File: src/rtl/rsa_pkg.sv
// Shared types and default widths for the RSA modular-exponentiation controller.
package rsa_pkg;

    localparam int N_W_DEF = 8;
    localparam int E_W_DEF = 9;
    localparam int M_W_DEF = 16;

    // Controller cycles per mod_mult operation: one issue cycle plus N_W iterations.
    localparam int MM_LAT = N_W_DEF + 1;

    typedef enum logic [2:0] {
        IDLE = 3'd0,
        LOAD = 3'd1,
        SQR  = 3'd2,
        MUL  = 3'd3,
        DONE = 3'd4
    } modexp_state_t;

endpackage

File: src/rtl/rsa_modexp_ctrl_mod_mult.sv
// Multi-cycle modular multiplier: p = (a*b) mod n, with a, b < n.
// Interleaved shift-add over the bits of b, MSB first, one bit per cycle.
// The cycle of 'start' latches the operands; the following N_W cycles iterate.
// 'done' and 'p' are valid together on the last iteration cycle.
module mod_mult
    import rsa_pkg::*;
#(
    parameter int N_W = N_W_DEF
) (
    input  logic           clk,
    input  logic           rst,
    input  logic           start,
    input  logic [N_W-1:0] a,
    input  logic [N_W-1:0] b,
    input  logic [N_W-1:0] n,
    output logic           done,
    output logic [N_W-1:0] p
);

    localparam int IW = (N_W > 1) ? $clog2(N_W) : 1;
    localparam int AW = N_W + 2;

    logic [N_W-1:0] r_a;
    logic [N_W-1:0] r_b;
    logic [N_W-1:0] r_n;
    logic [N_W-1:0] r_acc2;
    logic [IW-1:0]  r_idx;
    logic           r_run;

    logic [AW-1:0]  w_n_ext;
    logic [AW-1:0]  w_sum;
    logic [AW-1:0]  w_sub1;
    logic [N_W-1:0] w_res;

    // One iteration: 2*acc + (b[i] ? a : 0) is below 3n, so two conditional
    // subtractions always bring it back below n.
    always_comb begin
        w_n_ext = {2'b00, r_n};
        w_sum   = {1'b0, r_acc2, 1'b0} + (r_b[r_idx] ? {2'b00, r_a} : '0);
        w_sub1  = (w_sum >= w_n_ext) ? (w_sum - w_n_ext) : w_sum;
        w_res   = N_W'((w_sub1 >= w_n_ext) ? (w_sub1 - w_n_ext) : w_sub1);
    end

    // Latch operands on start, then step one bit of b per cycle.
    always_ff @(posedge clk) begin
        if (!rst) begin
            r_a    <= '0;
            r_b    <= '0;
            r_n    <= '0;
            r_acc2 <= '0;
            r_idx  <= '0;
            r_run  <= 1'b0;
        end else if (start) begin
            r_a    <= a;
            r_b    <= b;
            r_n    <= n;
            r_acc2 <= '0;
            r_idx  <= IW'(N_W - 1);
            r_run  <= 1'b1;
        end else if (r_run) begin
            r_acc2 <= w_res;
            r_idx  <= r_idx - IW'(1);
            if (r_idx == '0) begin
                r_run <= 1'b0;
            end
        end
    end

    assign done = r_run && (r_idx == '0);
    assign p    = w_res;

endmodule

File: src/rtl/rsa_modexp_ctrl.sv
// Modular-exponentiation controller: c = m^e mod n, left-to-right
// square-and-multiply over one shared mod_mult, valid/ready on both sides.
// Optional build macro RSA_LZ_SKIP_EN: start the scan at the MSB set bit of e
// instead of scanning all E_W bits (the default gives a schedule that depends
// only on popcount(e)).
//
// state | meaning
// IDLE  | waiting for a request, req_ready high
// LOAD  | reduce m mod n, acc = 1 mod n, pick start bit; n == 0 flags error
// SQR   | acc = acc*acc mod n for bit k
// MUL   | acc = acc*mr mod n when e[k] is set
// DONE  | result held on res_c/res_err until res_ready
module rsa_modexp_ctrl
    import rsa_pkg::*;
#(
    parameter int N_W = N_W_DEF,
    parameter int E_W = E_W_DEF,
    parameter int M_W = M_W_DEF
) (
    input  logic           clk,
    input  logic           rst,
    input  logic           req_valid,
    output logic           req_ready,
    input  logic [M_W-1:0] req_msg,
    input  logic [E_W-1:0] req_e,
    input  logic [N_W-1:0] req_n,
    output logic           res_valid,
    input  logic           res_ready,
    output logic [N_W-1:0] res_c,
    output logic           res_err,
    output logic           busy
);

    localparam int KW = (E_W > 1) ? $clog2(E_W) : 1;

    modexp_state_t  r_state;
    modexp_state_t  w_next;

    logic [M_W-1:0] r_m;
    logic [E_W-1:0] r_e;
    logic [N_W-1:0] r_n;
    logic [N_W-1:0] r_acc;
    logic [N_W-1:0] r_mr;
    logic [KW-1:0]  r_k;
    logic           r_err;
    logic           r_pend;

    logic [M_W-1:0] w_div;
    logic [N_W-1:0] w_mr;
    logic [N_W-1:0] w_one_mod;
    logic [N_W-1:0] w_mm_b;
    logic           w_start;
    logic           w_mm_done;
    logic [N_W-1:0] w_mm_p;

`ifdef RSA_LZ_SKIP_EN
    function automatic logic [KW-1:0] msb_index(input logic [E_W-1:0] v);
        logic [KW-1:0] idx;
        idx = '0;
        for (int i = 0; i < E_W; i++) begin
            if (v[i]) begin
                idx = KW'(i);
            end
        end
        return idx;
    endfunction
`endif

    // Divisor forced to 1 when n == 0 so the remainder is always defined;
    // that case never uses mr.
    always_comb begin
        w_div     = (r_n == '0) ? M_W'(1) : M_W'(r_n);
        w_mr      = N_W'(r_m % w_div);
        w_one_mod = (r_n == N_W'(1)) ? '0 : N_W'(1);
        w_mm_b    = (r_state == MUL) ? r_mr : r_acc;
        w_start   = ((r_state == SQR) || (r_state == MUL)) && !r_pend;
    end

    mod_mult #(
        .N_W (N_W)
    ) u_mod_mult (
        .clk   (clk),
        .rst   (rst),
        .start (w_start),
        .a     (r_acc),
        .b     (w_mm_b),
        .n     (r_n),
        .done  (w_mm_done),
        .p     (w_mm_p)
    );

    // State register.
    always_ff @(posedge clk) begin
        if (!rst) begin
            r_state <= IDLE;
        end else begin
            r_state <= w_next;
        end
    end

    // Next-state selection.
    always_comb begin
        w_next = r_state;
        case (r_state)
            IDLE: begin
                if (req_valid) begin
                    w_next = LOAD;
                end
            end
            LOAD: begin
                if (r_n == '0) begin
                    w_next = DONE;
`ifdef RSA_LZ_SKIP_EN
                end else if (r_e == '0) begin
                    w_next = DONE;
`endif
                end else begin
                    w_next = SQR;
                end
            end
            SQR: begin
                if (w_mm_done) begin
                    if (r_e[r_k]) begin
                        w_next = MUL;
                    end else if (r_k == '0) begin
                        w_next = DONE;
                    end
                end
            end
            MUL: begin
                if (w_mm_done) begin
                    w_next = (r_k == '0) ? DONE : SQR;
                end
            end
            DONE: begin
                if (res_ready) begin
                    w_next = IDLE;
                end
            end
            default: w_next = IDLE;
        endcase
    end

    // Request capture, operand setup and accumulator/bit-index updates.
    always_ff @(posedge clk) begin
        if (!rst) begin
            r_m    <= '0;
            r_e    <= '0;
            r_n    <= '0;
            r_acc  <= '0;
            r_mr   <= '0;
            r_k    <= '0;
            r_err  <= 1'b0;
            r_pend <= 1'b0;
        end else begin
            case (r_state)
                IDLE: begin
                    r_pend <= 1'b0;
                    if (req_valid) begin
                        r_m   <= req_msg;
                        r_e   <= req_e;
                        r_n   <= req_n;
                        r_err <= 1'b0;
                    end
                end
                LOAD: begin
                    r_mr <= w_mr;
`ifdef RSA_LZ_SKIP_EN
                    r_k  <= msb_index(r_e);
`else
                    r_k  <= KW'(E_W - 1);
`endif
                    if (r_n == '0) begin
                        r_acc <= '0;
                        r_err <= 1'b1;
                    end else begin
                        r_acc <= w_one_mod;
                    end
                end
                SQR: begin
                    if (w_start) begin
                        r_pend <= 1'b1;
                    end
                    if (w_mm_done) begin
                        r_acc  <= w_mm_p;
                        r_pend <= 1'b0;
                        if (!r_e[r_k] && (r_k != '0)) begin
                            r_k <= r_k - KW'(1);
                        end
                    end
                end
                MUL: begin
                    if (w_start) begin
                        r_pend <= 1'b1;
                    end
                    if (w_mm_done) begin
                        r_acc  <= w_mm_p;
                        r_pend <= 1'b0;
                        if (r_k != '0) begin
                            r_k <= r_k - KW'(1);
                        end
                    end
                end
                default: begin
                    r_pend <= 1'b0;
                end
            endcase
        end
    end

    // Result fields are forced to zero outside DONE so nothing partial leaks out.
    assign req_ready = (r_state == IDLE) && rst;
    assign busy      = (r_state != IDLE);
    assign res_valid = (r_state == DONE);
    assign res_c     = res_valid ? r_acc : '0;
    assign res_err   = res_valid && r_err;

endmodule

File: config.mk
export PLATFORM = sky130hd
export DESIGN_NAME = rsa_modexp_ctrl
export DESIGN_NICKNAME = d
export VERILOG_FILES = /design/src/rtl/rsa_pkg.sv /design/src/rtl/rsa_modexp_ctrl_mod_mult.sv /design/src/rtl/rsa_modexp_ctrl.sv
export SDC_FILE = /design/constraint.sdc
export NUM_CORES = 1
export LEC_CHECK = 0
export BUFFER_PORTS_ARGS = -buffer_cell sky130_fd_sc_hd__buf_2
export CELL_PAD_IN_SITES_DETAIL_PLACEMENT = 1
export CELL_PAD_IN_SITES_GLOBAL_PLACEMENT = 2
export CORE_AREA = 5 5 132 260
export DETAILED_ROUTE_END_ITERATION = 10
export DIE_AREA = 0 0 137 265
export PLACE_DENSITY_LB_ADDON = 0.1
export SETUP_SLACK_MARGIN = 0.3
export SYNTH_ARGS = -nofsm -noshare
export SYNTH_HDL_FRONTEND = slang
export SYNTH_SLANG_ARGS = --single-unit
File: constraint.sdc
create_clock -name clk -period 26.9 [get_ports clk]
set_clock_uncertainty 0.15 [all_clocks]
set_input_delay 1.345 -clock clk [delete_from_list [all_inputs] [get_ports clk]]
set_output_delay 1.345 -clock clk [all_outputs]
set_load 0.01 [all_outputs]
=== Yosys cells after proc, flatten, opt, wreduce, memory -nomap -nowiden ===
Index checks and enable logic that the tools add are counted.

* Muxes and demuxes: 39
* $lt $le $gt $ge: 4
* Bitwise gates (word level): 2
* Add/sub/neg operators: 5
* Equal/unequal tests: 15
* Reduce and logical (&&, ||, !) cells: 26
* Divide/modulo/power cells: 1

{| class="wikitable"
|+ Operator list
! operator !! number
|-
| $mux 8 || 6
|-
| $mux 3 || 10
|-
| $ge 10x8->1 || 2
|-
| $mod 16x16->16 || 1
|-
| $mux 4 || 4
|-
| $pmux 8 s2 || 1
|-
| $pmux 3 s5 || 1
|-
| $ne 2x1->1 const B || 6
|-
| $pmux 4 s3 || 1
|-
| $mux 1 || 11
|-
| $add 9x10->10 || 1
|-
| $mux 10 || 1
|-
| $reduce_and 5->1 || 2
|-
| $sub 10x8->10 || 1
|-
| $eq 8x1->1 const B || 1
|-
| $logic_not 8->1 || 1
|-
| $sub 8x8->8 || 1
|-
| $eq 3x2->1 const B || 2
|-
| $logic_not 3->1 || 2
|-
| $ne 3x1->1 const B || 2
|-
| $reduce_and 2->1 || 3
|-
| $reduce_bool 2->1 || 3
|-
| $reduce_bool 3->1 || 2
|-
| $logic_and 1x1->1 || 5
|-
| 17 further kinds || 22
|}

* Bits of input ports: 37
* Register bits: 94
* Logic and storage cells: 107

=== Logic depth before layout (Yosys ltp) ===
Gate-level depths: netlist of the first run.

* Depth after elaboration: 10
* Depth in mapped cells: 151
* Mapped depth without buffers: 145

=== By module ===
From an unflattened synthesis of the first run, not the netlist that was laid out.

* Cells, all modules: 1443
* Area, all modules: 11369.7 um2

{| class="wikitable"
|+ By module, submodules not included
! module !! area each (um2) !! cells an instance !! instances
|-
| rsa_modexp_ctrl || 8524.4 || 1127 || 1
|-
| mod_mult || 2845.2 || 316 || 1
|}

=== Worst setup path before layout of the first run ===
OpenSTA, ideal clock, no wires.

* Path kind: reg2reg
* From: register r_n[6]
* To: register r_mr[0]
* Arrival time: 28.868 ns
* Slack: -2.249 ns
* Path buffers: 7
* Period minus slack after synthesis: 29.149 ns
* Cell stages (with the launch flop): 144
* Setup time: 0.131 ns
* Cells stage by stage: dfxtp_1 -> buf_4 -> nor4_4 -> nand2_1 -> and2_1 -> ha_1 -> o21ai_0 -> o21ai_0 -> a21o_1 -> and2_1 -> ha_1 -> a21oi_1 -> nor2_1 -> o21ai_0 -> nor3_1 -> or2_2 -> ha_1 -> a21o_1 -> [... 108 more ...] -> o21ai_0 -> a21o_1 -> a21o_1 -> nor4_4 -> mux2_2 -> ha_1 -> nand2_1 -> nand2_1 -> a21oi_1 -> o21bai_1 -> a21oi_1 -> o21ai_0 -> a21oi_1 -> nand3_1 -> a2111oi_0 -> o211ai_1 -> nand2_1 -> o211ai_1

* Cells in the longest elaborated chain, start to end: 3

{| class="wikitable"
|+ Ends and longest elaborated chain
! what !! line !! source
|-
| start: declaration || rsa_modexp_ctrl.sv:41 || <nowiki>logic [N_W-1:0] r_n;</nowiki>
|-
| start signal: assignment || rsa_modexp_ctrl.sv:162 || <nowiki>r_n <= req_n;</nowiki>
|-
| $logic_not 8->1 || rsa_modexp_ctrl.sv:72 || <nowiki>w_div = (r_n == '0) ? M_W'(1) : M_W'(r_n);</nowiki>
|-
| $mux 8 * || rsa_modexp_ctrl.sv:72 ||
|-
| $mod 16x16->16 * || rsa_modexp_ctrl.sv:73 || <nowiki>w_mr = N_W'(r_m % w_div);</nowiki>
|-
| end signal: assignment || rsa_modexp_ctrl.sv:167 || <nowiki>r_mr <= w_mr;</nowiki>
|-
| end: declaration || rsa_modexp_ctrl.sv:43 || <nowiki>logic [N_W-1:0] r_mr;</nowiki>
|}

Every way passes the cells marked *; elsewhere a longest branch is shown, timed or not.
A chain may end at the register's enable or synchronous reset.

=== Worst setup path in the final report of the first run ===
* From: register r_n[4]
* To: register r_mr[6]

The elaborated chain is that of the path after synthesis.

==> summary.txt, run 1 <==
Outcome
  • Outcome: finished, final reports clean

Setup path
  • Worst path buffer plus inverter count: 3
  • Largest stage delay on the critical path: 0.57 ns
  • Critical path's most frequent cell: o21a_1
  • Slowest cell on crit path: or4_4
  • WP data required: 27.03 ns
  • Critical Path Source Type: flop
  • Crit path kind: flop to flop
  • Worst-path fanout max: 8
  • WP data arrival: 26.64 ns
  • CP delay by family, top: compound AO/OA/AOI/OAI gates
  • CP endpoint kind: flop

Global route
  • GR Util All Layers: 23.5%
  • Global-route wire length before repair: 66200 µm
  • Initial antenna violation count: 2
  • Gr ovfl total: 0
  • Largest net degree at the start of global routing: 90
  • Vias in the first global route: 12400

STA
  • Final number of setup-violating endpoints: 0
  • Worst-Margin Slew: 1.16 ns
  • Crit path time final: 26.52 ns
  • Fin crit share: 98.6%
  • Max Freq: 37.7 MHz
  • Pins over their slew limit: 0
  • Slew headroom: 22.0%
  • Worst hold slack: 0.314 ns
  • RSZ-0062 raised after global routing: true
  • Hold Violations, Final: 0

Clock tree
  • Max clock buf depth: 2
  • Insertion delay of the later-clocked pin in the worst-skew pair: 0.36 ns
  • Clock sinks: 94
  • TritonCTS clock tree: done
  • Reg clk slew, reported paths: 0.07 ns
  • Clock root buffer: clkbuf_16
  • CTS buffer count: 9
  • H-tree depth: 3

Synth
  • Cells after Synth: 1412
  • Mapped Nets: 1566
  • EDFF count, synth: 0
  • Top post-synthesis cells by area: dfxtp_1 (18%), ha_1 (13%), nand2_1 (7.0%)
  • Distinct cells, synth: 90
  • Yosys top cell by area: dfxtp_1
  • Async set or reset register ratio after synthesis: 0%
  • Synthesis Warnings: 0
  • Synth Cell Area: 10700 µm²
  • Mean post-synth cell area: 7.60 µm²
  • Post-synthesis register bit count: 94
  • Sequential fraction of the synthesis area: 17.5%
  • Synth top area share: 17.5%
  • Primary FF master, synth: dfxtp_1

Placement
  • # port buffers: 48
  • GP Congestion: 0.851
  • Final HPWL DP: 33900 µm
  • Placed instance area: 12500 µm²

Floorplan
  • Die height: 265 µm
  • Die width: 137 µm
  • Die ar.: 36300 µm²
  • Core area: 32000 µm²
  • Row count: 93
  • # IOs: 49
  • Initial core utilization: 33.5%

Final layout
  • Nets: 1793
  • Most common cell after layout, fill and taps aside: buf_4
  • Area grow syn2layout: 36.1%
  • Inserted Diodes: 0
  • Post-route design area: 14600 µm²
  • Most frequent cells in the layout: buf_4 (215), nand2_1 (183), dfxtp_1 (91)
  • Layout cell share with drive strength beyond 1: 32.7%

Route
  • TritonRoute pass-1 iters: 4
  • DRT iter0 DRCs: 246
  • Vias/cell: 5.51
  • Post-DRT Antenna Nets: 0
  • Detailed-route via count: 11400
  • DRC: 0
  • Final wirelength: 43400 µm
  • Drt wl/cell: 21.0 µm

Hold path
  • HP Class: flop to flop

Run
  • MaxCap Viol Count: 0
==> Yosys cell counts (all sizes together), types with 20 or more instances <==
master / n
o21ai: 83
nor2: 87
o21a: 33
nor2b: 30
a21oi: 71
mux2: 30
dfxtp: 94
ha: 113
inv: 52
nand2: 199
nand2b: 24
clkbuf: 47
xnor2: 58
a21o: 38
nand3: 48
a21boi: 61
xor2: 20
nor3: 53
==> tightest hold or removal path, stage by stage (launching register included) <==
cell	delay [ns]
dfxtp_1	0.31
nand2_1	0.05
a21boi_0	0.06
==> registers in the layout, indices dropped and copies added, names as in the netlist <==
register and cells:
r_m 16, r_e 9, r_acc 8, r_mr 8, r_n 8, u_mod_mult.r_a 8
u_mod_mult.r_acc2 8, u_mod_mult.r_b 8, u_mod_mult.r_n 8, r_k 4, r_state 3, u_mod_mult.r_idx 3
r_err 1, r_pend 1, u_mod_mult.r_run 1
==> through the flow <==
stage | worst slack, ns | setup TNS, ns | utilization [%] | cells
final | 0.381 | 0 | 45.6 | 2071
after global routing | -0.871 | -6.65 | 45.6 | 2071
after CTS | 0.365 | 0 | 42.2 | 2014
after detailed placement | -1.03 | -7.86 | 39.1 | 1949
after global placement | -0.463 | -3.21 | 39.1 | 1949
after floorplan | 0.311 | 0 | - | 1412
==> repair_timing <==
action                                  in CTS  in global routing
cloned                                       0                  1
setup buffers                               49                 56
pin swaps                                   56                113
endpoints found under the setup margin       8                  8
gates resized for setup                     72                119
hold buffers                                 0                  0
==> kinds of logic after synthesis <==
family                     Yosys count  share of synthesized area, %
xor gates and xnor gates            78                          6.37
AOI/OAI and AO/OA                  420                          27.7
muxes                               48                          5.30
adders and majority gates          119                          14.1
DFF                                 94                          17.5
and+or+nand+nor                    543                          25.0
buffers and inverters              110                          4.04
==> final cells by class <==
type / count / area (µm²)
multi-input combinational: 1209 / 9730
inverter: 52 / 195
timing repair buffer: 273 / 1980
fill: 3858 / 17400
tap: 427 / 534
clock inverter: 4 / 31.3
clock buffer: 12 / 246
sequential: 94 / 1890
==> metal layers <==
layer  vias to the layer above  GRT usage, %  share of wire (%)
li1                       5563             -                  -
met1                      5562          20.6                 33
met2                       163          49.1                 58
met3                       121          2.47                2.0
met4                         4          12.5                6.4
met5                         -             0              0.048
==> final timing paths <==
check,cells past startpoint,slack (ns),from,end
max,135,0.38,r_n[4],r_mr[6]
min,2,0.31,u_mod_mult.r_a[1],u_mod_mult.r_a[1]
max reg2reg,135,0.38,r_n[4],r_mr[6]
min reg2reg,2,0.31,u_mod_mult.r_a[1],u_mod_mult.r_a[1]
Power of run 1 is not shown: default switching activity piles up to over one toggle a cycle in this logic, so the estimate is an artifact.
==> inputs of run 2 (changes only) <==
Settings changed: CORE_AREA 5 5 132 260 to 5 5 134 263, DIE_AREA 0 0 137 265 to 0 0 139 268, SYNTH_HIERARCHICAL set to 1.
==> run 2 against run 1 <==
Net effect:
- cell area up 2.8%
- non-clock buffer count fell by 37
- area after synthesis up 6.0%
- worst hold slack better by 0.0026 ns
- critical path depth down 3
- cell count increased by 0.34%
- largest cell class unchanged
- highest routed layer is now met4
==> summary.txt, run 2 <==
STA
  • Max Freq: 37.9 MHz
  • Fin crit share: 98.1%
  • Pins over their slew limit: 0
  • Slew headroom: 25.7%
  • Hold Violations, Final: 0
  • Crit path time final: 26.40 ns
  • Final number of setup-violating endpoints: 0
  • Total Neg Setup Slack: 0 ns
  • Worst-Margin Slew: 1.11 ns
  • RSZ-0062 raised after global routing: true
  • Worst hold slack: 0.316 ns

Synth
  • Sequential fraction of the synthesis area: 16.6%
  • Yosys top cell by area: dfxtp_1
  • Synth Cell Area: 11400 µm²
  • EDFF count, synth: 0
  • Mapped Nets: 1596
  • Synthesis Warnings: 6
  • Post-synthesis register bit count: 94
  • Distinct cells, synth: 109
  • Cells after Synth: 1443
  • Synth cell count leaders: nand2_1 (153), ha_1 (112), nor2_1 (104), dfxtp_1 (94), a21oi_1 (75)
  • Synth top area share: 16.6%
  • Top post-synthesis cells by area: dfxtp_1 (17%), ha_1 (12%), nand2_1 (5.1%)
  • Mean post-synth cell area: 7.88 µm²
  • Most common cell in the netlist: nand2_1
  • Async set or reset register ratio after synthesis: 0%
  • Primary FF master, synth: dfxtp_1

Final layout
  • Fill cells: 3945
  • Area of the multi-input gates: 10300 µm²
  • Layout cell share with drive strength beyond 1: 31.5%
  • Area grow syn2layout: 32.0%
  • Most frequent cells in the layout: buf_4 (177), nand2_1 (146), dfxtp_1 (91)
  • Nets: 1794
  • Biggest register: r_m
  • Regs by FF count: r_m x16, r_e x9
  • Most common cell after layout, fill and taps aside: buf_4
  • Inserted Diodes: 0
  • Largest register FFs: 16
  • Register area: 1890 µm²

Route
  • Met2 wire length: 27100 µm
  • DRC: 0
  • Detailed-route via count: 11900
  • Vias/cell: 5.71
  • WL met3: 834 µm
  • Uppermost layer routed: met4
  • Post-DRT Antenna Nets: 0
  • TritonRoute pass-1 iters: 5
  • Routed length on met1: 15700 µm
  • Drt wl/cell: 22.2 µm
  • Final wirelength: 46100 µm
  • DRT iter0 DRCs: 390

Setup path
  • Crit path kind: flop to flop
  • WP data required: 27.01 ns
  • CP endpoint kind: flop
  • CP delay by family, top: compound AO/OA/AOI/OAI gates
  • Critical path's most frequent cell: o21a_1
  • Reg-to-reg startpoint: r_n[4]
  • Largest stage delay on the critical path: 0.51 ns
  • Slowest cell on crit path: or4_4
  • Worst-path fanout max: 7
  • R2R Setup Slk: 0.50 ns
  • Critical Path Source Type: flop
  • Worst path buffer plus inverter count: 6
  • WP data arrival: 26.51 ns
  • Reg2reg end: r_mr[5]
  • WP depth: 132
  • Register-to-Register Path Depth: 132

Hold path
  • Min-Delay Endpoint: r_e[1]
  • HP Class: flop to flop
  • Hold depth: 2
  • Worst Hold Launch: r_e[1]

Global route
  • Largest net degree at the start of global routing: 91
  • Vias in the first global route: 12600
  • Global-route wire length before repair: 69000 µm
  • Gr ovfl total: 0
  • Initial antenna violation count: 1
  • GR Util All Layers: 23.7%

Clock tree
  • TritonCTS clock tree: done
  • CTS buffer count: 9
  • Reg clk slew, reported paths: 0.08 ns
  • CTS Hold Bufs: 0
  • Clock sinks: 94
  • Insertion delay of the later-clocked pin in the worst-skew pair: 0.38 ns
  • H-tree depth: 3
  • Clock root buffer: clkbuf_16
  • Max clock buf depth: 2

Floorplan
  • Initial core utilization: 34.5%
  • Die width: 139 µm
  • Die height: 268 µm
  • Die ar.: 37300 µm²
  • Row count: 94
  • Core area: 32900 µm²
  • # IOs: 49

Run
  • MaxCap Viol Count: 0

Outcome
  • Outcome: finished, final reports clean

Placement
  • GP Congestion: 0.914
  • Final HPWL DP: 35700 µm
  • # port buffers: 48
run 2: changes by cell type after synthesis, moves of 18 or more:
cell	change
nor2_1	+18
nand2_1	-46
nand3_1	-22
a21boi_0	-21
o21ai_0	-32
nor2b_1	+30
mux2i_1	+24
run 2: cells by family after synthesis:
group	after synthesis	synth area share, %
AND/OR/NAND/NOR	528	23.7
flip-flops	94	16.6
adder cells (fa/ha/maj)	116	13.0
multiplexers	86	8.81
buffers and inverters	110	3.85
XOR/XNOR	87	6.70
AO/OA/AOI/OAI	422	27.4
run 2: worst max path at each step:
stage               startpoint  endpoint  slack (ns)
floorplan               r_n[7]   r_mr[2]        0.31
global placement        r_n[5]   r_mr[5]       -0.58
detailed placement      r_n[5]   r_mr[5]       -1.04
CTS                     r_n[5]   r_mr[2]        0.26
global route            r_n[4]   r_mr[1]       -0.75
finish                  r_n[4]   r_mr[5]        0.50
run 2: layer usage:
metal  GRT usage (%)  up-vias
met5               0        -
met4            11.7        0
met3            2.37      116
met2            51.0      197
met1            21.0     5862
li1                -     5680
run 2: final cells by class:
class	instances	share of cell area [%]
Tap cell	432	3.60
Timing Repair Buffer	236	11.4
Sequential cell	94	12.6
Clock inverter	6	0.500
Clock buffer	10	1.53
Inverter	60	1.55
Timing Repair inverter	1	0.0583
Multi-Input combinational cell	1239	68.8
run 2: metrics by stage:
| stage | cells | instance area [µm²] | util, % | worst slack (ns) |
|---|---|---|---|---|
| after floorplan | 1443 | 11900 | - | 0.310 |
| after global placement | 1961 | 13100 | 39.7 | -0.583 |
| after detailed placement | 1961 | 13100 | 39.7 | -1.04 |
| after CTS | 2025 | 14100 | 42.8 | 0.262 |
| after global routing | 2078 | 15000 | 45.6 | -0.753 |
| final | 2078 | 15000 | 45.6 | 0.500 |
run 2: what timing repair did:
| action | in CTS | in global routing |
|---|---|---|
| pin swaps | 40 | 113 |
| resized for setup | 68 | 90 |
| setup endpoints to repair | 8 | 8 |
| buffers inserted | 47 | 53 |
| cloned | 1 | 0 |
run 2: worst min-delay path: cells and delay by family, from the launching register on:
kind	cells	cell delay, ns
AND/OR/NAND/NOR	1	0.05
flip-flops	1	0.31
AO/OA/AOI/OAI	1	0.06
Power of run 2 is left out for the same reason.
==> inputs of run 3 (changes only) <==
Settings changed: BUFFER_PORTS_ARGS -buffer_cell sky130_fd_sc_hd__buf_2 to not set, CORE_AREA 5 5 134 263 to 2 2 129 257, DIE_AREA 0 0 139 268 to 0 0 131 259, DONT_BUFFER_PORTS set to 1.
==> run 3 against run 2 <==
Net effect:
- sequential share of layout area is 0.066 points lower
- non-clock buffer count is 27 lower
- register-to-register slack worse by 0.20 ns
- critical path depth is 8 higher
- global-route usage is 3.4 points higher
- routed wire length is 1.7% higher
- flip-flop and latch count stayed put
==> summary.txt, run 3 (synthesis results as in run 2) <==
Global route
  • Gr ovfl total: 0
  • GR Util All Layers: 27.1%
  • Vias in the first global route: 12700
  • Global-route wire length before repair: 69500 µm
  • Initial antenna violation count: 0
  • Largest net degree at the start of global routing: 91

STA
  • Total Neg Setup Slack: 0 ns
  • Worst-Margin Slew: 1.13 ns
  • Crit path time final: 26.59 ns
  • RSZ-0062 raised after global routing: true
  • Final number of setup-violating endpoints: 0
  • Max Freq: 37.6 MHz
  • Fin crit share: 98.9%
  • Slew headroom: 24.4%
  • Hold Violations, Final: 0
  • Pins over their slew limit: 0

Setup path
  • Critical path's most frequent cell: o21a_1
  • Register-to-Register Path Depth: 140
  • Worst-path fanout max: 8
  • WP data arrival: 26.71 ns
  • WP data required: 27.01 ns
  • Largest stage delay on the critical path: 0.53 ns
  • CP endpoint kind: flop
  • Crit path kind: flop to flop
  • Slowest cell on crit path: or4_4
  • Critical Path Source Type: flop

Clock tree
  • Max clock buf depth: 2
  • Reg clk slew, reported paths: 0.08 ns
  • Clock root buffer: clkbuf_16
  • Insertion delay of the later-clocked pin in the worst-skew pair: 0.37 ns
  • Clock sinks: 94
  • CTS buffer count: 9
  • TritonCTS clock tree: done
  • CTS Hold Bufs: 0
  • H-tree depth: 3

Route
  • DRC: 0
  • Post-DRT Antenna Nets: 0
  • Vias/cell: 5.77
  • DRT iter0 DRCs: 418
  • Final wirelength: 46900 µm
  • Detailed-route via count: 11800
  • Drt wl/cell: 22.9 µm
  • TritonRoute pass-1 iters: 5

Final layout
  • Core Util, Final: 47.2%
  • Nets: 1767
  • Inserted Diodes: 0
  • Fill cells: 3785
  • Most frequent cells in the layout: buf_4 (196), nand2_1 (145), dfxtp_1 (90)
  • Largest register FFs: 16
  • Area grow syn2layout: 32.8%
  • Regs by FF count: r_m x16, r_e x9
  • Most common cell after layout, fill and taps aside: buf_4
  • Layout cell share with drive strength beyond 1: 32.4%
  • Biggest register: r_m

Floorplan
  • Die height: 259 µm
  • Initial core utilization: 35.5%
  • # IOs: 49
  • Die ar.: 33900 µm²
  • Core area: 32000 µm²
  • Row count: 93
  • Die width: 131 µm

Hold path
  • Hold depth: 2
  • HP Class: flop to flop

Placement
  • # port buffers: 0
  • Final HPWL DP: 36000 µm
  • GP Congestion: 0.893

Outcome
  • Outcome: finished, final reports clean

Run
  • MaxCap Viol Count: 0
## run 3: worst max-delay path, delay by kind of cell (launching register included)
kind	cells	cell delay, ns
buffers and inverters	10	1.27
adder cells (fa/ha/maj)	15	4.24
AO/OA/AOI/OAI	59	11.43
AND/OR/NAND/NOR	45	6.39
multiplexers	6	1.91
XOR/XNOR	5	0.74
flip-flops	1	0.37
## run 3: final timing paths
kind                             start  endpoint  slack (ns)
worst min register to register  r_e[3]    r_e[3]        0.31
worst max register to register  r_n[4]   r_mr[5]        0.31
worst min-delay path            r_e[3]    r_e[3]        0.31
worst max-delay path            r_n[4]   r_mr[5]        0.31
## run 3: what timing repair did
item,CTS,global route
gates cloned,1,0
pin swaps,57,130
setup buffers,54,62
setup endpoints to repair,8,8
resized for setup,81,112
## run 3: cell type report
| cell class | instances | area (µm²) | share of cell area [%] |
|---|---|---|---|
| Multi-Input combinational cell | 1239 | 10500 | 69.5 |
| Sequential cell | 94 | 1890 | 12.5 |
| Timing Repair Buffer | 209 | 1640 | 10.9 |
| Tap cell | 427 | 534 | 3.54 |
| Inverter | 60 | 233 | 1.54 |
| Clock buffer | 9 | 225 | 1.49 |
| Clock inverter | 7 | 75.1 | 0.497 |
| Timing Repair inverter | 1 | 6.26 | 0.0414 |
## run 3: per-layer routing
| metal | up-vias | track usage (%) | wire length (µm) |
|---|---|---|---|
| met5 | - | 0 | 0 |
| met1 | 5826 | 23.6 | 15500 |
| li1 | 5619 | - | - |
| met4 | 0 | 16.3 | 3140 |
| met3 | 135 | 3.01 | 1100 |
| met2 | 222 | 55.7 | 27100 |
## run 3: metrics by stage
stage / instances / worst slack [ns] / area [µm²] / hold slack [ns]
2_1_floorplan: 1443 / 0.310 / 11900 / 0.290
3_3_place_gp: 1913 / -0.441 / 12900 / 0.302
3_5_place_dp: 1913 / -1.08 / 12900 / 0.307
4_1_cts: 1984 / 0.234 / 14100 / 0.317
5_1_grt: 2046 / -0.781 / 15100 / 0.348
6_report: 2046 / 0.305 / 15100 / 0.313
Power of run 3 is left out for the same reason.
